`src/rtl/dm_access_ctrl_pkg.sv`:
```
// dm_access_ctrl_pkg: shared encodings for the data-memory access controller.
package dm_access_ctrl_pkg;

    typedef enum logic [1:0] {
        SIZE_WORD = 2'b00,
        SIZE_BYTE = 2'b01,
        SIZE_HALF = 2'b10,
        SIZE_RSVD = 2'b11
    } size_e;

    typedef enum logic [1:0] {IDLE, RD, WR, DONE} state_e;

    typedef enum logic {PORT_CPU = 1'b0, PORT_DBG = 1'b1} port_e;

    function automatic logic misaligned(size_e size, logic [1:0] lo);
        return size == SIZE_RSVD || (size == SIZE_HALF && lo[0]) || (size == SIZE_WORD && lo != 2'b00);
    endfunction

endpackage

```
`src/rtl/dm_access_ctrl_if.sv`:
```
// dm_access_ctrl_if: CPU, debug and memory-side signals of the data-memory access controller.
interface dm_access_ctrl_if #(
    parameter int ADDR_W = 10
);
    logic              cpu_req;
    logic              cpu_we;
    logic [1:0]        cpu_size;
    logic              cpu_sext;
    logic [31:0]       cpu_addr;
    logic [31:0]       cpu_wdata;
    logic              cpu_ack;
    logic [31:0]       cpu_rdata;
    logic              cpu_err;
    logic              dbg_req;
    logic              dbg_we;
    logic [31:0]       dbg_addr;
    logic [31:0]       dbg_wdata;
    logic              dbg_ack;
    logic [31:0]       dbg_rdata;
    logic [ADDR_W-1:0] mem_addr;
    logic              mem_we;
    logic [31:0]       mem_wdata;
    logic [31:0]       mem_rdata;

    modport master (
        output cpu_req, cpu_we, cpu_size, cpu_sext, cpu_addr, cpu_wdata,
        output dbg_req, dbg_we, dbg_addr, dbg_wdata, mem_rdata,
        input  cpu_ack, cpu_rdata, cpu_err, dbg_ack, dbg_rdata, mem_addr, mem_we, mem_wdata
    );

    modport slave (
        input  cpu_req, cpu_we, cpu_size, cpu_sext, cpu_addr, cpu_wdata,
        input  dbg_req, dbg_we, dbg_addr, dbg_wdata, mem_rdata,
        output cpu_ack, cpu_rdata, cpu_err, dbg_ack, dbg_rdata, mem_addr, mem_we, mem_wdata
    );

endinterface

```
`src/rtl/dm_access_ctrl_lane_merge.sv`:
```
// dm_access_ctrl_lane_merge: store lane merge and load lane extract/extend.
module dm_access_ctrl_lane_merge
    import dm_access_ctrl_pkg::*;
(
    input  size_e       size,
    input  logic        sext,
    input  logic [1:0]  lane,
    input  logic [31:0] rd_word,
    input  logic [31:0] wdata,
    output logic [31:0] merged,
    output logic [31:0] loaded
);
    logic [7:0]  byte_sel;
    logic [15:0] half_sel;

    always_comb begin
        merged = size == SIZE_WORD ? wdata : rd_word;
        if (size == SIZE_BYTE) merged[8*lane +: 8] = wdata[7:0];
        if (size == SIZE_HALF) merged[16*lane[1] +: 16] = wdata[15:0];
        byte_sel = rd_word[8*lane +: 8];
        half_sel = lane[1] ? rd_word[31:16] : rd_word[15:0];
        loaded = size == SIZE_BYTE ? {{24{sext & byte_sel[7]}}, byte_sel}
               : size == SIZE_HALF ? {{16{sext & half_sel[15]}}, half_sel}
               : rd_word;
    end

endmodule

```
`src/rtl/dm_access_ctrl.sv`:
```
// dm_access_ctrl: round-robin CPU/debug sequencer for the single-port data memory,
// turning sub-word stores into read-modify-write and sub-word loads into extract/extend.
module dm_access_ctrl
    import dm_access_ctrl_pkg::*;
#(
    parameter int ADDR_W = 10
) (
    input  logic            clk,
    input  logic            reset,
    dm_access_ctrl_if.slave bus
);
    state_e            state_q, state_d;
    port_e             port_q, last_q, grant_port;
    size_e             size_q, req_size;
    logic              we_q, sext_q, err_q;
    logic              req_we, req_err, grant_any, done;
    logic [ADDR_W+1:0] addr_q;
    logic [31:0]       wdata_q, rd_word_q, merged, loaded;

    always_ff @(posedge clk) state_q <= reset ? IDLE : state_d;

    always_comb begin
        grant_any  = bus.cpu_req || bus.dbg_req;
        grant_port = (bus.cpu_req && (!bus.dbg_req || last_q == PORT_DBG)) ? PORT_CPU : PORT_DBG;
        req_we     = grant_port == PORT_CPU ? bus.cpu_we : bus.dbg_we;
        req_size   = grant_port == PORT_CPU ? size_e'(bus.cpu_size) : SIZE_WORD;
        req_err    = grant_port == PORT_CPU && misaligned(req_size, bus.cpu_addr[1:0]);
        state_d    = state_q == IDLE ? (!grant_any ? IDLE : req_err ? DONE
                                        : (req_we && req_size == SIZE_WORD) ? WR : RD)
                   : state_q == RD   ? (we_q ? WR : DONE)
                   : state_q == WR   ? DONE
                   : IDLE;
    end

    // Request fields are captured once at grant; the port's live inputs are ignored until its ack.
    always_ff @(posedge clk) begin
        if (reset) begin
            last_q    <= PORT_DBG;
            port_q    <= PORT_CPU;
            we_q      <= 1'b0;
            size_q    <= SIZE_WORD;
            sext_q    <= 1'b0;
            err_q     <= 1'b0;
            addr_q    <= '0;
            wdata_q   <= '0;
            rd_word_q <= '0;
        end else begin
            if (state_q == IDLE && grant_any) begin
                last_q  <= grant_port;
                port_q  <= grant_port;
                we_q    <= req_we;
                size_q  <= req_size;
                sext_q  <= grant_port == PORT_CPU && bus.cpu_sext;
                err_q   <= req_err;
                addr_q  <= grant_port == PORT_CPU ? bus.cpu_addr[ADDR_W+1:0]
                                                  : {bus.dbg_addr[ADDR_W+1:2], 2'b00};
                wdata_q <= grant_port == PORT_CPU ? bus.cpu_wdata : bus.dbg_wdata;
            end
            if (state_q == RD) rd_word_q <= bus.mem_rdata;
        end
    end

    dm_access_ctrl_lane_merge u_lane_merge (
        .size    (size_q),
        .sext    (sext_q),
        .lane    (addr_q[1:0]),
        .rd_word (rd_word_q),
        .wdata   (wdata_q),
        .merged  (merged),
        .loaded  (loaded)
    );

    // Reset gates the write strobe and acks so an aborted operation leaves no trace at that edge.
    always_comb begin
        done          = state_q == DONE && !reset;
        bus.cpu_ack   = done && port_q == PORT_CPU;
        bus.dbg_ack   = done && port_q == PORT_DBG;
        bus.cpu_err   = bus.cpu_ack && err_q;
        bus.cpu_rdata = (bus.cpu_ack && !we_q && !err_q) ? loaded : '0;
        bus.dbg_rdata = bus.dbg_ack ? rd_word_q : '0;
        bus.mem_we    = state_q == WR && !reset;
        bus.mem_addr  = addr_q[ADDR_W+1:2];
        bus.mem_wdata = merged;
    end

endmodule

```
`src/flat_wrapper.sv`:
```
// flat-port wrapper written by rule: the top's interface ports become plain ports
module dm_access_ctrl_flat import dm_access_ctrl_pkg::*;
#(
    parameter int ADDR_W = 10
)
  (clk, reset, bus_cpu_req, bus_cpu_we, bus_cpu_size, bus_cpu_sext, bus_cpu_addr, bus_cpu_wdata, bus_dbg_req, bus_dbg_we, bus_dbg_addr, bus_dbg_wdata, bus_mem_rdata, bus_cpu_ack, bus_cpu_rdata, bus_cpu_err, bus_dbg_ack, bus_dbg_rdata, bus_mem_addr, bus_mem_we, bus_mem_wdata);
  dm_access_ctrl_if #(.ADDR_W(ADDR_W)) bus_i ();
  input  logic clk;
  input  logic reset;
  input wire logic [$bits(bus_i.cpu_req)-1:0] bus_cpu_req;
  input wire logic [$bits(bus_i.cpu_we)-1:0] bus_cpu_we;
  input wire logic [$bits(bus_i.cpu_size)-1:0] bus_cpu_size;
  input wire logic [$bits(bus_i.cpu_sext)-1:0] bus_cpu_sext;
  input wire logic [$bits(bus_i.cpu_addr)-1:0] bus_cpu_addr;
  input wire logic [$bits(bus_i.cpu_wdata)-1:0] bus_cpu_wdata;
  input wire logic [$bits(bus_i.dbg_req)-1:0] bus_dbg_req;
  input wire logic [$bits(bus_i.dbg_we)-1:0] bus_dbg_we;
  input wire logic [$bits(bus_i.dbg_addr)-1:0] bus_dbg_addr;
  input wire logic [$bits(bus_i.dbg_wdata)-1:0] bus_dbg_wdata;
  input wire logic [$bits(bus_i.mem_rdata)-1:0] bus_mem_rdata;
  output wire logic [$bits(bus_i.cpu_ack)-1:0] bus_cpu_ack;
  output wire logic [$bits(bus_i.cpu_rdata)-1:0] bus_cpu_rdata;
  output wire logic [$bits(bus_i.cpu_err)-1:0] bus_cpu_err;
  output wire logic [$bits(bus_i.dbg_ack)-1:0] bus_dbg_ack;
  output wire logic [$bits(bus_i.dbg_rdata)-1:0] bus_dbg_rdata;
  output wire logic [$bits(bus_i.mem_addr)-1:0] bus_mem_addr;
  output wire logic [$bits(bus_i.mem_we)-1:0] bus_mem_we;
  output wire logic [$bits(bus_i.mem_wdata)-1:0] bus_mem_wdata;
  assign bus_i.cpu_req = bus_cpu_req;
  assign bus_i.cpu_we = bus_cpu_we;
  assign bus_i.cpu_size = bus_cpu_size;
  assign bus_i.cpu_sext = bus_cpu_sext;
  assign bus_i.cpu_addr = bus_cpu_addr;
  assign bus_i.cpu_wdata = bus_cpu_wdata;
  assign bus_i.dbg_req = bus_dbg_req;
  assign bus_i.dbg_we = bus_dbg_we;
  assign bus_i.dbg_addr = bus_dbg_addr;
  assign bus_i.dbg_wdata = bus_dbg_wdata;
  assign bus_i.mem_rdata = bus_mem_rdata;
  assign bus_cpu_ack = bus_i.cpu_ack;
  assign bus_cpu_rdata = bus_i.cpu_rdata;
  assign bus_cpu_err = bus_i.cpu_err;
  assign bus_dbg_ack = bus_i.dbg_ack;
  assign bus_dbg_rdata = bus_i.dbg_rdata;
  assign bus_mem_addr = bus_i.mem_addr;
  assign bus_mem_we = bus_i.mem_we;
  assign bus_mem_wdata = bus_i.mem_wdata;
  dm_access_ctrl #(.ADDR_W(ADDR_W)) u_core (.clk(clk), .reset(reset), .bus(bus_i));
endmodule
```
`config.mk`:
```
export PLATFORM = sky130hd
export DESIGN_NAME = dm_access_ctrl_flat
export DESIGN_NICKNAME = d
export VERILOG_FILES = /design/src/rtl/dm_access_ctrl_pkg.sv /design/src/rtl/dm_access_ctrl_if.sv /design/src/rtl/dm_access_ctrl_lane_merge.sv /design/src/rtl/dm_access_ctrl.sv /design/src/flat_wrapper.sv
export SDC_FILE = /design/constraint.sdc
export NUM_CORES = 1
export LEC_CHECK = 0
export ABC_CLOCK_PERIOD_IN_PS = 2970
export CORE_MARGIN = 2
export CORE_UTILIZATION = 40
export DETAILED_ROUTE_END_ITERATION = 8
export GPL_ROUTABILITY_DRIVEN = 0
export PLACE_DENSITY = 0.92
export SYNTH_ARGS = -nofsm -noshare
export SYNTH_HDL_FRONTEND = slang
export SYNTH_SLANG_ARGS = --single-unit
```
`constraint.sdc`:
```
create_clock -name clk -period 2.97 [get_ports clk]
set_input_delay 0.297 -clock clk [delete_from_list [all_inputs] [get_ports clk]]
set_output_delay 0.297 -clock clk [all_outputs]
set_load 0.005 [all_outputs]
```
==> summary.md <==
| Metric | Value |
|---|---|
| Outcome | completed |
| CP max stage cell | clkdlybuf4s50_1 |
| Clock Skew | 0.00746 ns |
| Slew headroom | about two fifths |
| Synthesized area per cell | a little under 8 um2 |
| Cell taking the most area after synthesis | dfxtp_1 |
| Pleak | approximately 3.0 nW |
| Minimum hold slack | slightly below 0.5 ns |
| Worst Hold Class | input pin to flip-flop |
| Post-route insts no fill | around 1,000 |
| Max-cap violations | 0 |
| DR WL met2 | roughly 9500 um |
| Fin Setup TNS | 0 ns |
| First-pass GRT wire length | ~30,000 um |
| Util after Layout | 63.4% |
| Fill count | around 1,100 |
| Crit path kind | flip-flop to output port |
| Total wire length | 19,900 um |
| Max Freq | 0.347 GHz |
| Proportion of layout cells with a drive suffix above 1 | 8.56% |
| CP Data Arrival Time | 2.59 ns |
| Initial core utilization | between 40% and 50% |
| Number of global-route vias before repair | around 5,600 |
| EDFF count, synth | 0 |
| Placed wire-length estimate | around 15,000 um |
| Yosys top cell area share | around 33% |
| Synth area leaders | dfxtp_1 33%, mux2i_1 9.8%, a22oi_1 9.1% |
| Uppermost layer routed | met4 |
| Antenna violations before repair | 0 |
| Max VDD drop | roughly 0.00046 V |
| Ys Warns | 0 |
| Pin count of the biggest net entering global routing | between 80 and 90 |
| Period minus WS final | around 2.9 ns |
| Synth Flop Type | dfxtp_1 |
| Placed cells | about 1,000 |
| DRC viols | 0 |
| Pwr per Cell Area | about 490 mW/mm2 |
| H-Tree Depth | 3 |
| Overall Global Routing Usage | ~28% |
| Row count | between 40 and 50 |
| Syn Nets | 840 |
| RSZ-0062 raised after global routing | no |
| Pre-Repair DR Iteration Count | 6 |
| Worst slew pin tran | around 0.9 ns |
| Critical path's largest stage delay | approximately 0.55 ns |
| PortBufs | 236 |
| Family with the most delay on the worst path | buffers and inverters |
| Avg Vias per Cell | approximately 5.5 |
| Pins Over Slew Limit | 0 |
| Critical-path cell list | clkinvlp_4 -> ha_1 -> inv_1 -> nor3_4 -> a21oi_1 -> a21oi_1 -> clkdlybuf4s50_1 |
| Die width | about 120 um |
| Max clock buf depth | 2 |
| Synth cell types | between 40 and 50 |
| Post-DRT Antenna Nets | 0 |
| CP Capture Type | output port |
| Routed length on met3 | just over 2000 um |
| # setup viols final | 0 |
| Asr flop ratio synth | 0% |
| CTS tree | yes |
| Die span in y | around 120 um |
| Final period util | ~100% |
| Cts bufs inserted | 9 |
| Total power | ~4 mW |
| Wire per inst | 19.0 um |
| Total congestion overflow | 0 |
| Core area | approximately 0.013 mm2 |
| Worst-Skew Late Latency | 0.35 ns |
| Clock transition at path regs | 0.07 ns |
| Final hold violation count | 0 |
| Seq cells post-synth | 85 |
| Antenna cell count | 0 |
| Post-Syn Instances | between 600 and 700 |
| Layout area overhead | 54.3% |
| Nets | roughly 1,000 |
| Register area share after synthesis | between 30% and 40% |
| Die area | roughly 0.014 mm2 |
| # IOs | around 280 |
| CTS root buf | clkbuf_16 |
| Most used cell, CP | a21oi_1 |
| Crit path launch type | flip-flop |
| Iter 0 DRT Violations | ~500 |
| Hold Buf Count CTS | 0 |
| Worst-path fanout max | 8 |
| Clk sink count | 85 |
| WP data required | between 2 and 3 ns |
| Met1 wire length | 7820 um |
| Synth Cell Area | ~0.0052 mm2 |
| WP buf/inv | 3 |
| Vias | ~5,800 |
## placed cells by master (no fill, tap or decap), drive strengths merged, types with 11 or more instances in the layout
cell and instances:
a21oi 64, a22oi 63, a31oi 18, and2 33, buf 23, clkdlybuf4s50 227
dfxtp 85, inv 11, mux2i 51, nand2 98, nor2 99, o21ai 21
## per-layer routing
metal | GRT usage (%) | vias to the layer above
met5 | 0 | -
met4 | 11.4 | 0
met3 | 9.31 | 48
met2 | 45.9 | 307
met1 | 33.2 | 2693
li1 | - | 2745
## final cells by class
class | instances | area, um2 | area share (%)
Multi-Input combinational cell | 506 | 3230 | 40.2
Timing Repair Buffer | 258 | 2550 | 31.7
Sequential cell | 85 | 1710 | 21.2
Clock buffer | 10 | 239 | 2.97
Tap cell | 172 | 215 | 2.68
Clock inverter | 6 | 47.5 | 0.591
Inverter | 11 | 45.0 | 0.560
## cell usage after synthesis (2+ instances only)
master,count
ha_1,9
nor3_1,2
a21oi_1,62
a21oi_2,2
a22oi_1,63
nor2_2,2
buf_2,25
or3_1,2
mux2i_1,51
a31oi_1,18
o21bai_1,2
nor3_2,2
clkbuf_1,21
o21ai_1,4
dfxtp_1,85
inv_1,11
o21ai_0,17
nor2_1,97
and2_1,33
nor2b_1,2
a311oi_2,9
buf_4,11
nand3b_1,2
mux4_2,7
nand2b_1,8
nand2_1,97
## worst paths after layout
check / cells after the start / to / slack (ns) / start
max: 7 / bus_mem_wdata[14] / 0.09 / u_core.addr_q[0]
min: 3 / u_core.addr_q[9] / 0.49 / bus_dbg_addr[9]
max reg2reg: 5 / u_core.rd_word_q[11] / 1.09 / u_core.state_q[1]
min reg2reg: 2 / u_core.last_q / 0.50 / u_core.last_q
## kinds of logic after synthesis
family | count (synthesis) | synth area share (%)
buffers and inverters | 71 | 6.67
and+or+nand+nor | 254 | 21.8
adders and majority gates | 10 | 2.35
DFF | 85 | 32.7
muxes | 58 | 12.8
AOI/OAI and AO/OA | 184 | 23.7
## stage by stage
stage                     cell area, um2  worst slack, ns
after floorplan                     5210            0.727
after detailed placement            7640            0.270
final                               8040           0.0862
after global placement              7640            0.339
after CTS                           7940          0.00429
after global routing                8040          0.00125
## tightest hold or removal path, cell delays in order
cell and delay [ns]:
clkdlybuf4s50_1 0.39, nand2_1 0.05, a21oi_1 0.05
## state kept, by name, summed over array words and instances, names as in the netlist
signal and flops:
u_core.rd_word_q 32, u_core.wdata_q 32, u_core.addr_q 12, u_core.size_q 2
u_core.state_q 2, u_core.err_q 1, u_core.last_q 1, u_core.port_q 1
u_core.sext_q 1, u_core.we_q 1
## repair_timing
| action | in CTS | in global routing |
|---|---|---|
| pin swaps | 0 | 1 |
| endpoints found under the setup margin | 43 | 47 |
| buffers inserted | 0 | 5 |
| gates resized for setup | 5 | 14 |
## where the power goes
part | internal (mW) | switching [mW]
registers | 1.30 | 0.248
logic | 0.686 | 0.645
clock network | 0.595 | 0.486
total | 2.59 | 1.38
Power figures use the tool's default switching activity.
